$ cat src/rtl/rep3_pkg.sv
// Shared definitions for the repetition-3 serial link.
// Holds the transmitter FSM state encoding, the number of identical chips
// sent per logical bit, and a helper giving the frame length in clk cycles.
// The majority-vote receiver on the other end of the link imports this too.
package rep3_pkg;

  localparam int CHIPS_PER_BIT = 3;

  typedef enum logic [1:0] {
    ST_IDLE  = 2'd0,
    ST_START = 2'd1,
    ST_DATA  = 2'd2,
    ST_STOP  = 2'd3
  } state_t;

  // Start bit + payload + stop bit, each repeated and each chip stretched.
  function automatic int frame_cycles(input int data_w, input int baud_div);
    return (data_w + 2) * CHIPS_PER_BIT * baud_div;
  endfunction

endpackage

$ cat src/rtl/rep3_serial_tx_if.sv
// Handshake and serial-line bundle for rep3_serial_tx.
//   data_in / data_valid : payload offered by the producer
//   data_ready           : transmitter idle and able to take a word
//   tx_out               : serial line, idles high
//   tx_busy              : frame in progress
//   tx_done              : single-cycle pulse when a frame completes
// master = producer side, slave = transmitter side.
interface rep3_serial_tx_if #(
  parameter int DATA_W = 8
);
  logic [DATA_W-1:0] data_in;
  logic              data_valid;
  logic              data_ready;
  logic              tx_out;
  logic              tx_busy;
  logic              tx_done;

  modport master (
    output data_in, data_valid,
    input  data_ready, tx_out, tx_busy, tx_done
  );

  modport slave (
    input  data_in, data_valid,
    output data_ready, tx_out, tx_busy, tx_done
  );
endinterface

$ cat src/rtl/chip_tick_gen.sv
// Chip timing divider.
// While en is high it counts clk cycles 0..BAUD_DIV-1 and raises tick for one
// cycle on the last cycle of every chip. Dropping en clears the count, so a
// fresh frame always starts its first chip from zero.
//   clk, rst_n : clock and asynchronous active-low reset
//   en         : count enable (high while a frame is on the line)
//   tick       : end-of-chip strobe
module chip_tick_gen #(
  parameter int BAUD_DIV = 4
) (
  input  logic clk,
  input  logic rst_n,
  input  logic en,
  output logic tick
);

  localparam logic [7:0] LAST = 8'(BAUD_DIV - 1);

  logic [7:0] cnt_q, cnt_d;

  // Wrap to zero after the last cycle of a chip; hold at zero when disabled.
  // With BAUD_DIV=1 LAST is zero, so tick fires every enabled cycle.
  always_comb begin
    cnt_d = 8'd0;
    if (en && (cnt_q != LAST)) begin
      cnt_d = cnt_q + 8'd1;
    end
  end

  always_ff @(posedge clk or negedge rst_n) begin
    if (!rst_n) begin
      cnt_q <= 8'd0;
    end else begin
      cnt_q <= cnt_d;
    end
  end

  assign tick = en && (cnt_q == LAST);

endmodule

$ cat src/rtl/rep3_serial_tx.sv
// Repetition-3 serial transmitter.
// A word accepted in IDLE is sent as start(0), payload LSB first, stop(1);
// every logical bit goes out as CHIPS_PER_BIT identical chips, each chip held
// for BAUD_DIV clk cycles. tx_out is registered, so the start bit appears on
// the cycle after the accepting edge.
//   clk, rst_n : clock and asynchronous active-low reset
//   bus        : slave side of rep3_serial_tx_if (handshake + serial line)
module rep3_serial_tx
  import rep3_pkg::*;
#(
  parameter int DATA_W   = 8,
  parameter int BAUD_DIV = 4
) (
  input  logic                  clk,
  input  logic                  rst_n,
  rep3_serial_tx_if.slave       bus
);

  localparam logic [1:0] REP_LAST = 2'(CHIPS_PER_BIT - 1);
  localparam logic [4:0] BIT_LAST = 5'(DATA_W - 1);

  state_t            state_q, state_d;
  logic [DATA_W-1:0] shift_q, shift_d;
  logic [1:0]        rep_q, rep_d;
  logic [4:0]        bit_q, bit_d;
  logic              tx_q, tx_d;
  logic              done_q, done_d;
  logic              chip_tick;
  logic              bit_end;

  chip_tick_gen #(
    .BAUD_DIV (BAUD_DIV)
  ) u_tick (
    .clk   (clk),
    .rst_n (rst_n),
    .en    (state_q != ST_IDLE),
    .tick  (chip_tick)
  );

  // A logical bit ends on the tick of its last repeated chip.
  assign bit_end = chip_tick && (rep_q == REP_LAST);

  // Next-state logic. The line value for the next bit is loaded at the same
  // edge the state/shift register move, which keeps tx_out registered without
  // an extra cycle of latency. The shift register moves once per logical bit.
  always_comb begin
    state_d = state_q;
    shift_d = shift_q;
    rep_d   = rep_q;
    bit_d   = bit_q;
    tx_d    = tx_q;
    done_d  = 1'b0;

    if (state_q != ST_IDLE && chip_tick) begin
      rep_d = bit_end ? 2'd0 : rep_q + 2'd1;
    end

    case (state_q)
      ST_IDLE: begin
        if (bus.data_valid) begin
          state_d = ST_START;
          shift_d = bus.data_in;
          rep_d   = 2'd0;
          bit_d   = 5'd0;
          tx_d    = 1'b0;
        end
      end
      ST_START: begin
        if (bit_end) begin
          state_d = ST_DATA;
          tx_d    = shift_q[0];
        end
      end
      ST_DATA: begin
        if (bit_end) begin
          shift_d = shift_q >> 1;
          if (bit_q == BIT_LAST) begin
            state_d = ST_STOP;
            bit_d   = 5'd0;
            tx_d    = 1'b1;
          end else begin
            bit_d = bit_q + 5'd1;
            tx_d  = shift_d[0];
          end
        end
      end
      ST_STOP: begin
        if (bit_end) begin
          state_d = ST_IDLE;
          done_d  = 1'b1;
          tx_d    = 1'b1;
        end
      end
      default: begin
        state_d = ST_IDLE;
        tx_d    = 1'b1;
      end
    endcase
  end

  // Reset aborts any frame immediately: line high, no done pulse.
  always_ff @(posedge clk or negedge rst_n) begin
    if (!rst_n) begin
      state_q <= ST_IDLE;
      shift_q <= '0;
      rep_q   <= 2'd0;
      bit_q   <= 5'd0;
      tx_q    <= 1'b1;
      done_q  <= 1'b0;
    end else begin
      state_q <= state_d;
      shift_q <= shift_d;
      rep_q   <= rep_d;
      bit_q   <= bit_d;
      tx_q    <= tx_d;
      done_q  <= done_d;
    end
  end

  assign bus.data_ready = (state_q == ST_IDLE);
  assign bus.tx_busy    = (state_q != ST_IDLE);
  assign bus.tx_out     = tx_q;
  assign bus.tx_done    = done_q;

endmodule

$ cat src/flat_wrapper.sv
// flat-port wrapper written by rule: the top's interface ports become plain ports
module rep3_serial_tx_flat import rep3_pkg::*;
#(
  parameter int DATA_W   = 8,
  parameter int BAUD_DIV = 4
)
  (clk, rst_n, bus_data_in, bus_data_valid, bus_data_ready, bus_tx_out, bus_tx_busy, bus_tx_done);
  rep3_serial_tx_if #(.DATA_W(DATA_W)) bus_i ();
  input  logic clk;
  input  logic rst_n;
  input wire logic [$bits(bus_i.data_in)-1:0] bus_data_in;
  input wire logic [$bits(bus_i.data_valid)-1:0] bus_data_valid;
  output wire logic [$bits(bus_i.data_ready)-1:0] bus_data_ready;
  output wire logic [$bits(bus_i.tx_out)-1:0] bus_tx_out;
  output wire logic [$bits(bus_i.tx_busy)-1:0] bus_tx_busy;
  output wire logic [$bits(bus_i.tx_done)-1:0] bus_tx_done;
  assign bus_i.data_in = bus_data_in;
  assign bus_i.data_valid = bus_data_valid;
  assign bus_data_ready = bus_i.data_ready;
  assign bus_tx_out = bus_i.tx_out;
  assign bus_tx_busy = bus_i.tx_busy;
  assign bus_tx_done = bus_i.tx_done;
  rep3_serial_tx #(.DATA_W(DATA_W), .BAUD_DIV(BAUD_DIV)) u_core (.clk(clk), .rst_n(rst_n), .bus(bus_i));
endmodule
$ cat config.mk
export PLATFORM = sky130hd
export DESIGN_NAME = rep3_serial_tx_flat
export DESIGN_NICKNAME = d
export VERILOG_FILES = /design/src/rtl/rep3_pkg.sv /design/src/rtl/rep3_serial_tx_if.sv /design/src/rtl/chip_tick_gen.sv /design/src/rtl/rep3_serial_tx.sv /design/src/flat_wrapper.sv
export SDC_FILE = /design/constraint.sdc
export NUM_CORES = 1
export LEC_CHECK = 0
export CAP_MARGIN = 15
export CORE_MARGIN = 3
export CORE_UTILIZATION = 35
export CTS_CLUSTER_SIZE = 10
export DETAILED_ROUTE_END_ITERATION = 16
export GPL_ROUTABILITY_DRIVEN = 0
export PLACE_DENSITY = 0.66
export RECOVER_POWER = 100
export SLEW_MARGIN = 20
export SYNTH_ARGS = -nofsm -noshare
export SYNTH_HDL_FRONTEND = slang
export SYNTH_SLANG_ARGS = --single-unit
$ cat constraint.sdc
create_clock -name clk -period 3.07 [get_ports clk]
set_clock_uncertainty 0.2 [all_clocks]
set_input_delay 0.614 -clock clk [delete_from_list [all_inputs] [get_ports clk]]
set_output_delay 0.614 -clock clk [all_outputs]
set_load 0.02 [all_outputs]
* Word-level counts from Yosys, hierarchy flattened
Index checks and enable logic that the tools add are counted. W data, S select, Z words.
Cells by class: div/mod/pow operators 0, shift-type cells 0, equal/unequal tests 12, magnitude comparators 0, muxes and demuxes 26, bitwise gates (word level) 0, add/sub/neg operators 3, $mul 0, reductions and logical operators 10
Operators with widths (count):
- $mux W8 | 3
- $mux W2 | 9
- $pmux W8 S2 | 1
- $mux W5 | 3
- $pmux W5 S2 | 1
- $add A8 B1 Y8 const B | 1
- $eq A8 B2 Y1 const B | 1
- $ne A2 B1 Y1 const B | 4
- $ne A8 B2 Y1 const B | 1
- $pmux W2 S4 | 1
- $mux W1 | 7
- $eq A2 B2 Y1 const B | 3
- $add A5 B1 Y5 const B | 1
- $eq A5 B3 Y1 const B | 1
- $reduce_and A5 Y1 | 1
- $logic_and A1 B1 Y1 | 4
- $pmux W1 S4 | 1
- $reduce_and A4 Y1 | 1
- $reduce_bool A2 Y1 | 2
- $reduce_and A3 Y1 | 1
- $add A2 B1 Y2 const B | 1
- $eq A2 B1 Y1 const B | 1
- $logic_not A2 Y1 | 1
- $ne A2 B2 Y1 const B | 1
Storage, ports and cells: input port bits 11, bits in read-only memories 0, memory bits (writable) 0, memories 0, register bits after elaboration 27, bits in latches 0, logic and storage cells 58

* Logic depth before layout (Yosys ltp)
word-level depth 7, depth in mapped cells 9

* Hierarchy
From an unflattened synthesis, not the netlist that was laid out.
Unflattened totals: cells, all modules 144, area total of the unflattened synthesis 1470.2 um^2
By module, submodules not included:
- rep3_serial_tx | area each 1071.0 um^2, sequential area each 476.7 um^2, cells each 105, instances 1
- chip_tick_gen | area each 399.1 um^2, sequential area each 200.2 um^2, cells each 39, instances 1

* Least setup slack after synthesis
Ideal clock, no wire load.
path type reg2reg, start point register u_core.state_q[0], end point register u_core.shift_q[5], clock period less this slack 2457 ps, path slack 613 ps, setup time 119 ps, cell stages (with the launch flop) 10, data arrival time 2138 ps, cell sequence dfrtp_1 -> inv_1 -> ha_1 -> clkbuf_2 -> inv_1 -> or3_1 -> clkbuf_1 -> clkbuf_1 -> o22a_1 -> o21a_1
Between the ends: elaborated cells between the ends (all ways) 10
RTL lines:
- from (decl) | line rep3_serial_tx.sv:22 | state_t state_q, state_d;
- from (signal assigned) | line rep3_serial_tx.sv:111 | state_q <= state_d;
- $logic_not A2 Y1 (*)
- net bus_data_ready | line flat_wrapper.sv:13 | output wire logic [$bits(bus_i.data_ready)-1:0] bus_data_ready;
- $ne A2 B2 Y1 (no source line) / $reduce_bool A2 Y1 (equally long branches)
- $reduce_and A3 Y1 (no source line)
- to (signal assigned) | line rep3_serial_tx.sv:112 | shift_q <= shift_d;
- to (decl) | line rep3_serial_tx.sv:23 | logic [DATA_W-1:0] shift_q, shift_d;
The timed path passes the listed nets; every way through them passes the cells marked *. A chain may end at the register's enable or synchronous reset.

* Final worst setup path
start point register u_core.state_q[0], end point output port bus_tx_busy
Between the ends: longest elaborated chain between the ends 1
RTL lines:
- $reduce_bool A2 Y1 | line rep3_serial_tx.sv:121 | assign bus.tx_busy = (state_q != ST_IDLE);
- to (decl) | line flat_wrapper.sv:15 | output wire logic [$bits(bus_i.tx_busy)-1:0] bus_tx_busy;
No other way between the ends.

==> flow_summary.yaml <==
logic_synthesis:
  syn-cell-area_um2: 1400
  synth_seq_cells: 27
  synth_top_area_cell: "dfrtp_1"
  ys.warnings.count: 0
  yosysSeqAreaShare: 0.484
  netlist-cell-type-count: 38
  synth_most_common_cell: "dfrtp_1"
  synth_common_cells: "dfrtp_1 (26), nand3_1 (11), nor2_1 (10), ha_1 (8), nand2_1 (8)"
  async_reset_ff_frac: 1.00
  synth_top_area_frac: 0.466
  syn_nets: 151
  synth-edff-count: 0
  avgSynthCellArea_um2: 10.6
  netlist_instances: 132
  ys.flop_type: "dfrtp_1"
  synth.area.top_cells: "dfrtp_1 (47%), ha_1 (7.2%), o22a_1 (4.4%), nand3_1 (3.9%), o21a_1 (3.8%)"
sta:
  finalCriticalPeriod_ns: 2.73
  whs_ns: 0.299
  drv_slew: 0
  rsz0062_at_grt: "no"
  finalCritPeriodShare: 0.891
  worstMarginPinSlew_ns: 0.763
  fin_ws_ns: 0.336
  finalHoldViolations: 0
  tns_ns: 0
  setup_viol: 0
  slew_headroom: 0.490
  fmax_mhz: 366
route:
  viasPerCell: 5.33
  drtPass1Iterations: 4
  drtIter0Drc: 29
  drcViolationCount: 0
  num_vias: 1034
  met2_length_mm: 1.25
  antenna_left: 0
  routedWlPerCell_um: 13.6
  top_layer: "met4"
  met3_length_um: 57
  drt-total-wl_mm: 2.64
  drt-met1-wl_mm: 1.27
power_and_ir_drop:
  intPower_uw: 460
  p_per_area_nw_per_um2: 355
  seq_power_share: 0.615
  pwr-share-clk: 0.349
  leakagePower_uw: 0.000744
  vdd_drop_max_mv: 0.202
  switching_share: 0.204
  power.switching_uw: 118
  comb_power_share: 0.036
setup_path:
  r2r_slack_ns: 0.54
  r2r_start: "u_core.u_tick.cnt_q[0]"
  worstSetupStartpoint: "u_core.state_q[0]"
  cpPeakStageDelay_ns: 0.57
  crit_fanout: 9
  worstPathCellList: "inv_1, ha_1, inv_1, clkdlybuf4s50_1"
  critical_path.top_delay_family: "buffers and inverters"
  arrival_ns: 1.92
  cp_num_buf_inv: 3
  critPathLaunchType: "register"
  cp-end-kind: "output port"
  cp_data_required_time_ns: 2.26
  cpMaxStageDelayCell: "clkdlybuf4s50_1"
  crit_type: "register to output port"
  worst_path_most_repeated_cell: "inv_1"
cts:
  clk_latency_ns: 0.27
  path_clk_slew_ns: 0.09
  cts_setup_buffers: 0
  cts_sinks: 27
  cts_root_buf: "clkbuf_8"
  numCtsBuffers: 3
  cts_tree: "done"
  ctsResizeCount: 0
  cts.htree.levels: 1
  clockBufferDepth: 2
  cts.hold.buffers_added: 0
die:
  fp-row-count: 22
  die_y_um: 69.2
  die-area_um2: 4790
  start_util: 0.373
  core_um2: 3740
  die_w_um: 69.2
  ios: 15
placement:
  port_buffers: 14
  dpl_cell_area_um2: 1590
  hpwlAfterDp_mm: 1.97
  dp_slack_ns: 0.557
grt:
  antenna_found_initial: 0
  grt_pass1_wl_mm: 4.66
  first_global_vias: 1017
  grt_start_max_net_pins: 17
  grt_use_total: 0.121
  grt_remaining_overflow: 0
layout:
  antenna_cells: 0
  drive_gt1_frac: 0.0548
  final_nets: 166
  synthToLayoutAreaGrowth_pct: 16.3
  final_area_um2: 1630
outcome:
  outcome: "finished clean"
run:
  drv_cap: 0
worst_hold_path:
  hold_class: "register to register"
  min_from: "u_core.shift_q[6]"
==> layout make-up <==
cell class | count | area, um^2
clock buffer | 4 | 45.0
fill | 377 | 2120
inverter | 6 | 22.5
multi-input combinational | 93 | 669
sequential | 27 | 677
tap | 48 | 60.1
timing repair buffer | 16 | 151
==> layer usage <==
| metal | vias up | track usage |
|---|---|---|
| li1 | 510 | - |
| met1 | 509 | 0.163 |
| met2 | 11 | 0.184 |
| met3 | 4 | 0.0217 |
| met4 | 0 | 0.0651 |
| met5 | - | 0 |
==> stage by stage <==
step           power (uW)   util  cells
2_1_floorplan         363      -    132
3_3_place_gp          384  0.424    190
3_5_place_dp          385  0.424    190
4_1_cts               588  0.436    194
5_1_grt               602  0.434    194
6_report              578  0.434    194
==> state kept, by name, summed over array words and instances (netlist names) <==
register	cells
u_core.shift_q	8
u_core.bus.tx_done	1
u_core.bit_q	5
u_core.u_tick.cnt_q	8
u_core.rep_q	2
u_core.state_q	2
u_core.bus.tx_out	1
==> logic make-up (layout without fill, tap and decap cells) <==
kind of cell,Yosys count,count (layout),synth area share
AO/OA/AOI/OAI,29,29,0.157
XOR/XNOR,6,6,0.0376
adder cells (fa/ha/maj),8,8,0.0716
buffers and inverters,12,26,0.0340
flip-flops,27,27,0.484
multiplexers,5,5,0.0376
AND/OR/NAND/NOR,45,45,0.178
==> placed cells by master (no fill, tap or decap), types with 3 or more instances in the layout <==
master,n
nand3_1,11
o211ai_1,3
o21a_1,7
mux2i_1,3
dlygate4sd3_1,4
ha_1,8
clkbuf_8,3
clkdlybuf4s50_1,10
nor2_1,10
o22a_1,7
nand2_1,8
inv_1,6
xor2_1,5
dfrtp_1,26
==> power groups by stage <==
stage	clock network (uW)	logic [uW]	registers [uW]
5_1_grt	223	23.2	355
4_1_cts	210	22.3	355
6_report	202	20.7	355
3_3_place_gp	0	22.0	362
2_1_floorplan	0	0.563	362
3_5_place_dp	0	22.2	362
==> worst register-to-register path: stages, from the launching register on <==
cell and delay (ns):
dfrtp_1 0.42, ha_1 0.29, nor4bb_1 0.39, nand4_1 0.57, nand2_1 0.46, o21a_1 0.15
==> worst paths after layout <==
path,depth (start not counted),end
min in group asynchronous,1,u_core.rep_q[0]
max reg2reg,5,u_core.shift_q[1]
max,4,bus_tx_busy
max in group asynchronous,2,u_core.bit_q[2]
min,1,u_core.shift_q[6]
min reg2reg,1,u_core.shift_q[6]
Power figures use the tool's default switching activity.
